<file path="src/rtl/stopwatch_pkg.sv">
// Shared definitions for the stopwatch control sequencer: FSM state encoding
// and button indices.
package stopwatch_pkg;

    localparam int STATE_W = 2;

    typedef enum logic [STATE_W-1:0] {
        ST_IDLE  = 2'd0,
        ST_RUN   = 2'd1,
        ST_PAUSE = 2'd2
    } state_t;

    localparam int NUM_BTNS  = 4;
    localparam int BTN_START = 0;
    localparam int BTN_LAP   = 1;
    localparam int BTN_STOP  = 2;
    localparam int BTN_CLEAR = 3;

endpackage

</file>
<file path="src/rtl/stopwatch_ctrl_if.sv">
// Button inputs and datapath control outputs of the stopwatch sequencer.
interface stopwatch_ctrl_if;
    import stopwatch_pkg::*;

    logic               btn_start;
    logic               btn_lap;
    logic               btn_stop;
    logic               btn_clear;
    logic               tick_en;
    logic               clear;
    logic               lap_capture;
    logic               show_lap;
    logic               running;
    logic [STATE_W-1:0] state;

    modport slave (
        input  btn_start, btn_lap, btn_stop, btn_clear,
        output tick_en, clear, lap_capture, show_lap, running, state
    );

    modport master (
        output btn_start, btn_lap, btn_stop, btn_clear,
        input  tick_en, clear, lap_capture, show_lap, running, state
    );
endinterface

</file>
<file path="src/rtl/stopwatch_ctrl_btn_debounce.sv">
// One button channel: 2-flop synchroniser, mismatch-run debounce counter and
// a registered one-cycle pulse on each accepted rising edge.
module btn_debounce #(
    parameter int DEBOUNCE_CYCLES = 65536
) (
    input  logic CLK,
    input  logic RST,
    input  logic btn_raw,
    output logic press
);
    localparam int CNT_W = $clog2(DEBOUNCE_CYCLES + 1);

    logic             sync1_reg;
    logic             sync2_reg;
    logic             level_reg;
    logic             level_d_reg;
    logic             press_reg;
    logic [CNT_W-1:0] cnt_reg;

    always_ff @(posedge CLK) begin
        if (RST) begin
            sync1_reg   <= 1'b0;
            sync2_reg   <= 1'b0;
            level_reg   <= 1'b0;
            level_d_reg <= 1'b0;
            press_reg   <= 1'b0;
            cnt_reg     <= '0;
        end else begin
            sync1_reg   <= btn_raw;
            sync2_reg   <= sync1_reg;
            level_d_reg <= level_reg;
            press_reg   <= level_reg & ~level_d_reg;
            // The level flips on the edge after the mismatch count hits the limit.
            if (sync2_reg == level_reg) begin
                cnt_reg <= '0;
            end else if (cnt_reg == CNT_W'(DEBOUNCE_CYCLES)) begin
                level_reg <= sync2_reg;
                cnt_reg   <= '0;
            end else begin
                cnt_reg <= cnt_reg + 1'b1;
            end
        end
    end

    assign press = press_reg;
endmodule

</file>
<file path="src/rtl/stopwatch_ctrl.sv">
// Stopwatch control sequencer: debounced buttons drive an IDLE/RUN/PAUSE FSM,
// a 100 Hz timebase and the lap-hold countdown feeding the display mux.
module stopwatch_ctrl
    import stopwatch_pkg::*;
#(
    parameter int CLK_DIV         = 120000,
    parameter int DEBOUNCE_CYCLES = 65536,
    parameter int LAP_HOLD_TICKS  = 200
) (
    input  logic             CLK,
    input  logic             RST,
    stopwatch_ctrl_if.slave  sw
);
    localparam int         TB_W       = $clog2(CLK_DIV);
    localparam logic [7:0] LAP_HOLD_8 = 8'(LAP_HOLD_TICKS);

    logic [NUM_BTNS-1:0] btn_raw;
    logic [NUM_BTNS-1:0] btn_press;

    assign btn_raw[BTN_START] = sw.btn_start;
    assign btn_raw[BTN_LAP]   = sw.btn_lap;
    assign btn_raw[BTN_STOP]  = sw.btn_stop;
    assign btn_raw[BTN_CLEAR] = sw.btn_clear;

    generate
        for (genvar gi = 0; gi < NUM_BTNS; gi++) begin : g_btn
            btn_debounce #(
                .DEBOUNCE_CYCLES(DEBOUNCE_CYCLES)
            ) u_btn (
                .CLK    (CLK),
                .RST    (RST),
                .btn_raw(btn_raw[gi]),
                .press  (btn_press[gi])
            );
        end
    endgenerate

    logic [TB_W-1:0] tb_cnt_reg;
    logic            tick_base;
    state_t          state_reg, state_next;
    logic [7:0]      lap_timer_reg, lap_timer_next;
    logic            tick_en_reg, tick_en_next;
    logic            clear_reg, clear_next;
    logic            lap_cap_reg, lap_cap_next;
    logic            show_lap_reg;
    logic            running_reg;

    assign tick_base = (tb_cnt_reg == TB_W'(CLK_DIV - 1));

    always_comb begin
        state_next     = state_reg;
        clear_next     = 1'b0;
        lap_cap_next   = 1'b0;
        tick_en_next   = tick_base && (state_reg == ST_RUN) && !btn_press[BTN_CLEAR];
        lap_timer_next = (tick_base && lap_timer_reg != 8'd0) ? lap_timer_reg - 8'd1
                                                              : lap_timer_reg;
        // Only the highest-priority event present is acted on; the rest are dropped.
        if (btn_press[BTN_CLEAR]) begin
            state_next     = ST_IDLE;
            clear_next     = 1'b1;
            lap_timer_next = 8'd0;
        end else if (btn_press[BTN_STOP]) begin
            if (state_reg == ST_RUN) state_next = ST_PAUSE;
        end else if (btn_press[BTN_START]) begin
            if (state_reg != ST_RUN) state_next = ST_RUN;
        end else if (btn_press[BTN_LAP] && state_reg != ST_IDLE) begin
            lap_cap_next   = 1'b1;
            lap_timer_next = LAP_HOLD_8;
        end
    end

    always_ff @(posedge CLK) begin
        if (RST) begin
            tb_cnt_reg    <= '0;
            state_reg     <= ST_IDLE;
            lap_timer_reg <= 8'd0;
            tick_en_reg   <= 1'b0;
            clear_reg     <= 1'b0;
            lap_cap_reg   <= 1'b0;
            show_lap_reg  <= 1'b0;
            running_reg   <= 1'b0;
        end else begin
            tb_cnt_reg    <= tick_base ? '0 : tb_cnt_reg + 1'b1;
            state_reg     <= state_next;
            lap_timer_reg <= lap_timer_next;
            tick_en_reg   <= tick_en_next;
            clear_reg     <= clear_next;
            lap_cap_reg   <= lap_cap_next;
            show_lap_reg  <= (lap_timer_reg != 8'd0);
            running_reg   <= (state_next == ST_RUN);
        end
    end

    assign sw.tick_en     = tick_en_reg;
    assign sw.clear       = clear_reg;
    assign sw.lap_capture = lap_cap_reg;
    assign sw.show_lap    = show_lap_reg;
    assign sw.running     = running_reg;
    assign sw.state       = state_reg;
endmodule

</file>
<file path="src/flat_wrapper.sv">
// flat-port wrapper written by rule: the top's interface ports become plain ports
module stopwatch_ctrl_flat import stopwatch_pkg::*;
#(
    parameter int CLK_DIV         = 120000,
    parameter int DEBOUNCE_CYCLES = 65536,
    parameter int LAP_HOLD_TICKS  = 200
)
  (CLK, RST, sw_btn_start, sw_btn_lap, sw_btn_stop, sw_btn_clear, sw_tick_en, sw_clear, sw_lap_capture, sw_show_lap, sw_running, sw_state);
  stopwatch_ctrl_if sw_i ();
  input  logic CLK;
  input  logic RST;
  input wire logic [$bits(sw_i.btn_start)-1:0] sw_btn_start;
  input wire logic [$bits(sw_i.btn_lap)-1:0] sw_btn_lap;
  input wire logic [$bits(sw_i.btn_stop)-1:0] sw_btn_stop;
  input wire logic [$bits(sw_i.btn_clear)-1:0] sw_btn_clear;
  output wire logic [$bits(sw_i.tick_en)-1:0] sw_tick_en;
  output wire logic [$bits(sw_i.clear)-1:0] sw_clear;
  output wire logic [$bits(sw_i.lap_capture)-1:0] sw_lap_capture;
  output wire logic [$bits(sw_i.show_lap)-1:0] sw_show_lap;
  output wire logic [$bits(sw_i.running)-1:0] sw_running;
  output wire logic [$bits(sw_i.state)-1:0] sw_state;
  assign sw_i.btn_start = sw_btn_start;
  assign sw_i.btn_lap = sw_btn_lap;
  assign sw_i.btn_stop = sw_btn_stop;
  assign sw_i.btn_clear = sw_btn_clear;
  assign sw_tick_en = sw_i.tick_en;
  assign sw_clear = sw_i.clear;
  assign sw_lap_capture = sw_i.lap_capture;
  assign sw_show_lap = sw_i.show_lap;
  assign sw_running = sw_i.running;
  assign sw_state = sw_i.state;
  stopwatch_ctrl #(.CLK_DIV(CLK_DIV), .DEBOUNCE_CYCLES(DEBOUNCE_CYCLES), .LAP_HOLD_TICKS(LAP_HOLD_TICKS)) u_core (.CLK(CLK), .RST(RST), .sw(sw_i));
endmodule
</file>
<file path="config.mk">
export PLATFORM = sky130hd
export DESIGN_NAME = stopwatch_ctrl_flat
export DESIGN_NICKNAME = d
export VERILOG_FILES = /design/src/rtl/stopwatch_pkg.sv /design/src/rtl/stopwatch_ctrl_if.sv /design/src/rtl/stopwatch_ctrl_btn_debounce.sv /design/src/rtl/stopwatch_ctrl.sv /design/src/flat_wrapper.sv
export SDC_FILE = /design/constraint.sdc
export NUM_CORES = 1
export LEC_CHECK = 0
export CELL_PAD_IN_SITES_DETAIL_PLACEMENT = 1
export CELL_PAD_IN_SITES_GLOBAL_PLACEMENT = 1
export CORE_MARGIN = 3
export CORE_UTILIZATION = 49
export CTS_BUF_LIST = sky130_fd_sc_hd__clkbuf_8
export DETAILED_ROUTE_END_ITERATION = 12
export GPL_ROUTABILITY_DRIVEN = 0
export PLACE_DENSITY = 0.92
export SLEW_MARGIN = 20
export SYNTH_ARGS = -nofsm -noshare
export SYNTH_HDL_FRONTEND = slang
export SYNTH_SLANG_ARGS = --single-unit
</file>
<file path="constraint.sdc">
create_clock -name CLK -period 2.5 [get_ports CLK]
set_input_delay 0.625 -clock CLK [delete_from_list [all_inputs] [get_ports CLK]]
set_output_delay 0.625 -clock CLK [all_outputs]
set_load 0.01 [all_outputs]
</file>
# [Word-level counts from Yosys, hierarchy flattened]
# Index checks and enable logic that the tools add are counted.
# Widths: inputs -> output; s select.
[totals] reg_bits=120 input_bits=6 output_inout_bits=7 word_cells=91
[classes] addsub=6 eq_ne=12 n_mux=11 bitwise=12 reduce_logical=18
[ops] op="$add 17x1->17 const B" n=5
[ops] op="$eq 17x17->1 const B" n=5
[ops] op="$mux 8" n=4
[ops] op="$reduce_or 3->1" n=4
[ops] op="$mux 2" n=5
[ops] op="$not 1->1" n=8
[ops] op="$reduce_and 2->1" n=4
[ops] op="$reduce_bool 8->1" n=1
[ops] op="$sub 8x1->8 const B" n=1
[ops] op="$and 1x1->1" n=4
[ops] op="$eq 1x1->1" n=4
[ops] op="$eq 2x1->1 const B" n=2
[ops] op="$logic_and 1x1->1" n=4
[ops] op="$reduce_or 2->1" n=2
[ops] op="$reduce_or 4->1" n=1
[ops] op="$mux 1" n=2
[ops] op="$ne 2x1->1 const B" n=1
[ops] op="$reduce_bool 2->1" n=1
[ops] op="$logic_not 1->1" n=1

# [Longest topological paths before layout]
[depth] depth_word=6 mapped_depth=7 mapped_depth_nobuf=6

# [By module]
# From an unflattened synthesis, not the netlist that was laid out.
[hier_totals] hier_cells=566 area_unflattened_um2=5270.1
[by_module_without_submodules] module="btn_debounce" n_inst=4 cells_per_inst=101 area_each_um2=962.2 seq_area_each_um2=440.4
[by_module_without_submodules] module="stopwatch_ctrl" n_inst=1 cells_per_inst=162 area_each_um2=1421.4 seq_area_each_um2=640.6

# [Least setup slack after synthesis]
# OpenSTA, ideal clock, no wires.
[synth_path] path_type="reg-to-reg" from="register u_core.tb_cnt_reg[0]" to="register u_core.lap_timer_reg[4]" setup_time_ns=0.070 t_arrival_ns=1.645 t_required_ns=2.430 path_slack_ns=0.785 path_stages_with_launch=7 path_buffers=1 synth_period_minus_slack_ns=1.715 path_cell_list="dfxtp_1 > ha_1 > and3_1 > buf_2 > nand4_2 > or4_1 > a21oi_1"
[synth_between] elab_chain_len=6
[synth_rtl] item="start, declared" line_no="stopwatch_ctrl.sv:38" source="logic [TB_W-1:0] tb_cnt_reg;"
[synth_rtl] item="start signal, assigned" line_no="stopwatch_ctrl.sv:83" source="tb_cnt_reg <= tick_base ? '0 : tb_cnt_reg + 1'b1;"
[synth_rtl] item="$eq 17x17->1 *" line_no="stopwatch_ctrl.sv:48" source="assign tick_base = (tb_cnt_reg == TB_W'(CLK_DIV - 1));"
[synth_rtl] item="$logic_and 1x1->1 *" line_no="stopwatch_ctrl.sv:55" source="lap_timer_next = (tick_base && lap_timer_reg != 8'd0) ? lap_timer_reg - 8'd1"
[synth_rtl] item="$mux 8 *" line_no="stopwatch_ctrl.sv:55"
[synth_rtl] item="$mux 8" line_no="stopwatch_ctrl.sv:66" source="end else if (btn_press[BTN_LAP] && state_reg != ST_IDLE) begin"
[synth_rtl] item="$mux 8" line_no="stopwatch_ctrl.sv:64" source="end else if (btn_press[BTN_START]) begin"
[synth_rtl] item="$mux 8 *" line_no="stopwatch_ctrl.sv:62" source="end else if (btn_press[BTN_STOP]) begin"
[synth_rtl] item="end signal, assigned" line_no="stopwatch_ctrl.sv:85" source="lap_timer_reg <= lap_timer_next;"
[synth_rtl] item="end, declared" line_no="stopwatch_ctrl.sv:41" source="logic [7:0] lap_timer_reg, lap_timer_next;"
# Every way passes the cells marked *; elsewhere a longest branch is shown, timed or not.
# A chain may end at the register's enable or synchronous reset.

# [Final worst setup path]
[layout_path] from="register u_core.state_reg[0] (netlist: u_core.sw.state[0])" to="output sw_state[0]"
[layout_lines] item="start, declared" line_no="stopwatch_ctrl.sv:40" source="state_t state_reg, state_next;"
[layout_lines] item="start signal, assigned" line_no="stopwatch_ctrl.sv:84" source="state_reg <= state_next;"
[layout_lines] item="end, declared" line_no="flat_wrapper.sv:21" source="output wire logic [$bits(sw_i.state)-1:0] sw_state;"
# No word-level cell between the ends.

==> metrics.txt <==
Worst setup SP type flip-flop; Largest register FFs between 60 and 70; met3 WL 396 µm; sequential share of power 49.1%; Net count, final ~620; Met1 Wirelength 5.46 mm; n_diodes 0; Routed Antenna Nets 0; endpoints failing hold 0; synth cell count leaders dfxtp_1, nor2_1, xnor2_1, nand3_1, nand2_1; critical-path cell with the highest stage delay clkdlybuf4s50_1; Initial DRC Count 208; synthesized flop and latch total 120; Syn. warnings 0; Wirelength per Cell 17.5 µm; Psw 0.858 mW; largest net degree at the start of global routing 20; Residual DRC 0; via-per-instance ratio between 5 and 6; Comb power frac 1.5%; Sinks on Clock Net 120; Setup CP Type reg -> out; Yosys top cell area share 46.2%; worst clock skew 0.0147 ns; width of the die 109 µm; dpl ws 0.350 ns; Clock power frac 49.3%; Worst Path Arrival approximately 1.5 ns; Fmax achieved 0.483 GHz; via count 4,321; routed wl met2 6.86 mm; row count 36; Critical Path RT 1.88 ns; area delta synth->final 13.1%; post-synthesis sequential area ratio about 46%; highest routed layer met4; drt total wl 13.1 mm; Tcrit/Tclk final roughly 83%; Final min period ~2.1 ns; Compound-Gate Fraction of Synth Area between 4 and 5%; Setup TNS Final 0 ns; Synth Area in Adders between 2 and 3%; Reg clk slew, reported paths 0.07 ns; top-count cell post-synth dfxtp_1; worst slew pin tran between 0.8 and 0.9 ns; IO Pins 13; Primary FF master, synth dfxtp_1; Largest stage delay, worst path between 0.5 and 0.6 ns; Synth async-reset ratio 0%; peak supply drop 0.000529 V; initial antenna violation count 0; synthesized instance count 584; pwr dens 670 nW/µm²; status finished clean; P_leak 1.96 nW; worst path buffer plus inverter count 1; Initial Util 51.7%; Root Buffer clkbuf_8; syn avg cell area 8.90 µm²; RSZ-0062 raised after global routing no; EDFF count, synth 0; hold crit path type reg -> reg; Die Area 11,900 µm²; CTS tree yes; Synth cell types 43; clk buf depth 2; post-synth top area cell dfxtp_1; mux contribution to synthesized area less than 1%; Max-Cap Viols 0; Final WS setup 0.428 ns; Max Fanout on Critical Path 5; internal power 3.08 mW; Synth Cell Area 5200 µm²; post-synth net total around 600; Synth Area in Simple Gates 30.5%; core area 10,000 µm²; Fillers 1,171; largest family of logic cells by synthesized area simple AND/OR/NAND/NOR gates; gr ovfl total 0; CP endpoint kind primary output; CTS resizes 0; worst skew pair latency ~0.46 ns; number of I/O port buffers 12; Final Max Tran Viols 0; H-tree levels 4; Sw Ratio 21.8%; first-pass GRT wire length 22.1 mm; total track usage 24.0%; DRT Pass-1 Iters 4; worst-path cell chain clkdlybuf4s50_1; ratio of cells with drive above 1 in the final layout under 10%; CTS buffer count 17; vias in the first global route 4,614; hpwl dp 8.24 mm; Slew HR between 40% and 50%; number of post-CTS setup repair buffers 0; cts hold-fix bufs 0; CP top delay family buffers and inverters; Post-Synth XOR/XNOR Area 12.0%; Area contributors post-synth dfxtp_1, xnor2_1, nor2_1; Die Ht 109 µm; # setup viols final 0
-- power groups by stage --
stage | clock network (mW) | registers, mW | logic [mW]
after floorplan | 0 | 1.97 | 0.0371
after global placement | 0 | 1.97 | 0.0549
after detailed placement | 0 | 1.98 | 0.0580
after CTS | 1.97 | 1.93 | 0.0608
after global routing | 2.07 | 1.93 | 0.0676
final | 1.94 | 1.93 | 0.0602
-- worst register-to-register path, delay by kind of cell (launching register included) --
family	cells	cell delay (ns)
and+or+nand+nor	3	1.41
AOI/OAI and AO/OA	1	0.17
DFF	1	0.38
-- layer usage --
| layer | vias up | global-route usage (%) |
|---|---|---|
| met5 | - | 0 |
| met4 | 0 | 13.2 |
| met3 | 35 | 5.74 |
| met2 | 78 | 42.3 |
| met1 | 2132 | 26.3 |
| li1 | 2076 | - |
-- placed cells by master (no fill, tap or decap), drive strengths merged, types with 4 or more instances in the layout --
master         instances
o21ai                  7
nor2b                 17
nor4                  26
inv                   25
ha                    11
or2                    4
xor2                  28
xnor2                 43
bufinv                 4
clkdlybuf4s50         12
or3                    8
a21o                   4
nor4b                 10
or4                    7
and2                   6
nand4                 26
nor3                  13
nand2                 29
nor2                  93
clkinvlp               4
o31ai                  6
nand3                 33
clkbuf                19
a21oi                 17
and4                   7
mux2i                  4
clkinv                 4
and3                  11
dfxtp                120
-- final timing paths --
check             depth (start not counted)                                endpoint                                          from  slack (ns)
setup reg to reg                          4      u_core.lap_timer_reg[6]$_SDFF_PP0_            u_core.lap_timer_reg[3]$_SDFF_PP0_        0.47
setup / recovery                          1                             sw_state[0]                 u_core.sw.state[0]$_SDFF_PP0_        0.43
hold reg to reg                           1  u_core.g_btn[1].u_btn.press$_SDFF_PP0_  u_core.g_btn[1].u_btn.level_d_reg$_SDFF_PP0_        0.39
hold / removal                            1  u_core.g_btn[1].u_btn.press$_SDFF_PP0_  u_core.g_btn[1].u_btn.level_d_reg$_SDFF_PP0_        0.39
-- area by class of cell --
class	instances	area (µm²)	share of cell area [%]
Clock buffer	19	262	4.45
Clock inverter	13	178	3.02
Inverter	24	90.1	1.53
Multi-Input combinational cell	425	2640	45.0
Sequential cell	120	2400	40.9
Tap cell	133	166	2.83
Timing Repair Buffer	14	135	2.30
-- cells by family after synthesis --
group,count (synthesis)
AOI/OAI and AO/OA,41
xor gates and xnor gates,71
adders and majority gates,11
buffers and inverters,39
DFF,120
muxes,4
and+or+nand+nor,298
-- through the flow --
stage / hold slack (ns) / cells / util, % / power (mW) / cell area [µm²]
finish: 0.390 / 748 / 58.5 / 3.93 / 5880
detailed placement: 0.377 / 716 / 54.1 / 2.03 / 5440
global route: 0.414 / 748 / 58.5 / 4.07 / 5880
CTS: 0.393 / 748 / 58.5 / 3.96 / 5880
floorplan: 0.367 / 584 / - / 2.01 / 5200
global placement: 0.376 / 716 / 54.1 / 2.03 / 5440
Note: power is estimated with default switching activity, not from simulation.
